$ cat config.mk
export PLATFORM = sky130hd
export DESIGN_NAME = pc_seq_unit
export DESIGN_NICKNAME = d
export VERILOG_FILES = /design/src/rtl/pc_seq_unit.sv
export SDC_FILE = /design/constraint.sdc
export NUM_CORES = 1
export LEC_CHECK = 0
export ABC_CLOCK_PERIOD_IN_PS = 7510
export BUFFER_PORTS_ARGS = -buffer_cell sky130_fd_sc_hd__buf_2
export CAP_MARGIN = 20
export CORE_UTILIZATION = 60
export DETAILED_ROUTE_END_ITERATION = 12
export PLACE_DENSITY_LB_ADDON = 0.25
export SLEW_MARGIN = 20
export SYNTH_ARGS = -nofsm -noshare
export SYNTH_HDL_FRONTEND = slang
export SYNTH_SLANG_ARGS = --single-unit
$ cat constraint.sdc
create_clock -name clock -period 7.51 [get_ports clock]
set_clock_uncertainty 0.1 [all_clocks]
set_input_delay 2.253 -clock clock [delete_from_list [all_inputs] [get_ports clock]]
set_output_delay 2.253 -clock clock [all_outputs]
set_load 0.03 [all_outputs]
$ cat src/rtl/pc_seq_unit.sv
// Program-counter sequencer: increment, jump, conditional branch, call/return
// through a circular return-address stack, with stall hold and sticky RAS errors.
module pc_seq_unit #(
   parameter int unsigned             WIDTH      = 32,
   parameter logic [WIDTH-1:0]        RESET_ADDR = '0,
   parameter int unsigned             STEP       = 4,
   parameter int unsigned             RAS_DEPTH  = 4
) (
   input  logic             clock,
   input  logic             reset,
   input  logic             stall,
   input  logic             jmpFlag,
   input  logic             callFlag,
   input  logic             retFlag,
   input  logic [WIDTH-1:0] jmpAddress,
   input  logic             branchFlag,
   input  logic [1:0]       branchMode,
   input  logic             zeroFlag,
   input  logic [WIDTH-1:0] branchOffset,
   output logic [WIDTH-1:0] address,
   output logic             resetControl,
   output logic             rasEmpty,
   output logic             rasFull,
   output logic             rasOverflow,
   output logic             rasUnderflow
);

   localparam int unsigned PW = $clog2(RAS_DEPTH);
   localparam int unsigned CW = PW + 1;

   localparam logic [1:0] S_RUN   = 2'd0;
   localparam logic [1:0] S_RESET = 2'd1;
   localparam logic [1:0] S_POST  = 2'd2;

   logic [1:0]       state;
   logic [WIDTH-1:0] ras [RAS_DEPTH];
   logic [PW-1:0]    top;
   logic [CW-1:0]    count;

   logic [WIDTH-1:0] seq_addr;
   logic [WIDTH-1:0] next_addr;
   logic [PW-1:0]    wr_idx;
   logic             taken;
   logic             push;
   logic             pop;
   logic             replace;
   logic             set_ovf;
   logic             set_unf;

   assign rasEmpty     = (count == '0);
   assign rasFull      = (count == CW'(RAS_DEPTH));
   assign resetControl = (state != S_RUN);

   always_comb begin
      taken = 1'b0;
      case (branchMode)
         2'b00:   taken = zeroFlag;
         2'b01:   taken = ~zeroFlag;
         2'b10:   taken = 1'b1;
         default: taken = 1'b0;
      endcase
   end

   always_comb begin
      seq_addr  = address + WIDTH'(STEP);
      next_addr = address;
      push      = 1'b0;
      pop       = 1'b0;
      replace   = 1'b0;
      set_ovf   = 1'b0;
      set_unf   = 1'b0;
      // The first edge after reset release ignores every control input.
      if (state != S_RESET && !stall) begin
         if (retFlag && callFlag) begin
            next_addr = jmpAddress;
            if (rasEmpty) push = 1'b1;
            else          replace = 1'b1;
         end else if (retFlag) begin
            if (!rasEmpty) begin
               next_addr = ras[top];
               pop       = 1'b1;
            end else begin
               next_addr = seq_addr;
               set_unf   = 1'b1;
            end
         end else if (callFlag) begin
            next_addr = jmpAddress;
            push      = 1'b1;
            set_ovf   = rasFull;
         end else if (jmpFlag) begin
            next_addr = jmpAddress;
         end else if (branchFlag && taken) begin
            next_addr = address + branchOffset;
         end else begin
            next_addr = seq_addr;
         end
      end
      wr_idx = push ? top + PW'(1) : top;
   end

   always_ff @(posedge clock) begin
      if (reset) begin
         state        <= S_RESET;
         address      <= RESET_ADDR;
         top          <= '0;
         count        <= '0;
         rasOverflow  <= 1'b0;
         rasUnderflow <= 1'b0;
      end else begin
         case (state)
            S_RESET: state <= S_POST;
            default: state <= S_RUN;
         endcase
         address <= next_addr;
         if (push) begin
            top <= top + PW'(1);
            // A push while full overwrites the oldest slot; count saturates.
            if (!rasFull) count <= count + CW'(1);
         end else if (pop) begin
            top   <= top - PW'(1);
            count <= count - CW'(1);
         end
         if (set_ovf) rasOverflow  <= 1'b1;
         if (set_unf) rasUnderflow <= 1'b1;
      end
   end

   always_ff @(posedge clock) begin
      if (!reset && (push || replace)) ras[wr_idx] <= seq_addr;
   end

endmodule

==> reports/results.ini <==
[synthesis]
post-synth-top-count-cell = edfxtp_1
synth_area_leaders = edfxtp_1 38%, dfxtp_1 8.6%, mux4_2 7.2%, ha_1 4.2%, nand2_1 4.0%
synth_top_cell_by_area = edfxtp_1
synthFlopType = edfxtp_1
synth_area_um2 = 10000
yosysSeqAreaShare = 0.469
async_reset_ff_frac = 0
synth_edf_count = 128
ys_ff_latch = 171
yosysWarnings = 0
ys_types = 77
synth_top_area_frac = 0.383
netlist_instances = 969
synth_common_cells = 128 x edfxtp_1, 106 x nand2_1, 84 x nor2_1, 69 x a21oi_1, 64 x o21ai_0
syn_nets = 1079
syn_avg_cell_area_um2 = 10.4

[cts]
cts.repair.resized = 0
cts_tree = built
hold_buffers = 0
clk_latency_ns = 0.44
htreeDepth = 4
postCtsSetupBuffers = 0
cts-root-buf = clkbuf_16
clkSinkCount = 171
cts_made_buffers = 17
clockBufferDepth = 2
clkTransAtPathRegs_ns = 0.07

[place]
io_buffer_count = 110
placed_area_um2 = 10800
gp_congestion = 0.959
dpl.hpwl_mm = 21.0

[drt]
drt_iter0_drc = 1272
first_pass_iters = 6
wl_met1_mm = 11.6
viasPerCell = 6.87
finalWirelength_mm = 30.5
top_layer = met5
ant_nets = 0
vias = 8862
dr_wl_met3_mm = 4.03
drt_drc_violations_left = 0
route.met2.wl_mm = 13.7
wl_per_cell_um = 23.6

[sta]
period_minus_slack_ns = 5.00
rsz0062_at_grt = no
finalCritPeriodShare = 0.666
timing.final.hold_violations = 0
tns_ns = 0
hold_slack_ns = 0.385
worst_slew_pin_slew_ns = 1.05
finalSetupViolCount = 0
drv_slew = 0
max_freq_mhz = 200
slew_headroom = 0.299

[floorplan]
initial_core_util = 0.623
die-width_um = 131
core-area_um2 = 16100
io_pins = 111
design.die.area_um2 = 17200
die_h_um = 131
rows = 46

[layout]
antenna_cells = 0
fin_area_um2 = 11400
final_layout_size_suffix_gt1_frac = 0.197
area_delta_synth_final_pct = 13.4
nets = 1172

[power_and_ir_drop]
power_mw = 2.51
ir_drop_mv = 0.171
p_leak_nw = 4.30
power.density_nw_per_um2 = 220

[global_route]
grt.total_usage = 0.358
grt_start_max_net_pins = 42
grt_pass1_vias = 8302
grt_pass1_wl_mm = 46.4
grt_overflow = 0
antenna_found_initial = 1

[critical_path]
start_kind = input pin
worst_path_most_repeated_cell = a21oi_1
critical_path.top_delay_family = compound AO/OA/AOI/OAI gates
slowest_stage = o41ai_1
crit_type = in2reg
cpPeakStageDelay_ns = 0.50
worst_setup_path_end_kind = flop
crit_path_max_fanout = 3
path_cells = buf_2 > ha_1 > inv_1 > fa_1 > nand2b_1 > a21oi_1 > o21ai_0 > a31o_2 > a21oi_1 > a21oi_1 > o41ai_1 > xor2_1 > a2bb2oi_1
arrival_ns = 5.27
required_ns = 7.78
worst-path-buf-inv = 2

[job]
maxCapViolCount = 0

[status]
status = completed

[min_path]
min-delay-path-class = reg2reg

state kept, by name (all words and copies together) (netlist names), named ones only:
signal	count
address	32
count	3
ras	128
rasUnderflow	1
rasOverflow	1
top	2
state	2
layout make-up:
type | instances | area (um^2)
multi-input cells | 715 | 5010
fillers | 1195 | 4740
flip-flops and latches | 171 | 4710
repair buffers | 126 | 683
clock buffers | 19 | 443
well taps | 216 | 270
clock inverters | 12 | 148
inverters | 31 | 116
worst reg2reg max path: cells and delay by family, from the launching register on:
kind                       cells  cell delay (ns)
xor gates and xnor gates       1             0.17
adders and majority gates      1             0.31
buffers and inverters          1             0.11
AOI/OAI and AO/OA              3             0.96
DFF                            1             0.56
and+or+nand+nor                4             1.29
stage by stage:
stage               setup WS [ns]   util  instances
floorplan                    1.31      -        969
global placement             2.24  0.669       1259
detailed placement           2.13  0.669       1259
CTS                          2.55  0.706       1290
global route                 2.30  0.706       1290
finish                       2.51  0.706       1290
layout by cell type (no fill, tap or decap), drive strengths merged, types with 7 or more instances in the layout:
cell and n:
edfxtp 128, buf 126, nand2 107, nor2 84, a21oi 69, o21ai 66
dfxtp 43, ha 34, mux4 32, inv 32, nand3 29, nor3 29
xnor2 29, xor2 22, clkbuf 19, a21o 18, a31oi 16, a211oi 16
o211ai 12, nand2b 9, nand4 8, nor4 8, and3 7, mux2i 7
o22ai 7, clkinv 7
report_power, final:
group / leakage, nW / total [mW] / switching (mW) / internal (mW)
sequential: 1.52 / 1.09 / 0.0399 / 1.05
clock: 0.290 / 0.891 / 0.363 / 0.528
combinational: 2.49 / 0.529 / 0.342 / 0.187
final timing paths:
check	slack, ns	startpoint	end	cells after the start
setup / recovery	2.51	branchOffset[0]	address[30]$_SDFFE_PP0P_	13
hold / removal	0.38	rasOverflow$_SDFFE_PP0P_	rasOverflow$_SDFFE_PP0P_	2
setup reg to reg	3.90	address[2]$_SDFFE_PP0P_	address[18]$_SDFFE_PP0P_	10
hold reg to reg	0.38	rasOverflow$_SDFFE_PP0P_	rasOverflow$_SDFFE_PP0P_	2
cell families (layout without fill, tap and decap cells):
logic type,Yosys count,count (layout),synth area share
xor gates and xnor gates,51,51,0.0464
muxes,40,40,0.0799
adders and majority gates,36,36,0.0464
AOI/OAI and AO/OA,268,268,0.173
DFF,171,171,0.469
and+or+nand+nor,320,320,0.151
buffers and inverters,83,188,0.0340
layer usage:
layer / up-vias / global-route usage
met3: 113 / 0.104
met2: 695 / 0.543
met1: 4195 / 0.473
met4: 2 / 0.167
li1: 3857 / -
met5: - / 0
No activity file was read; power rests on OpenSTA's default activity.
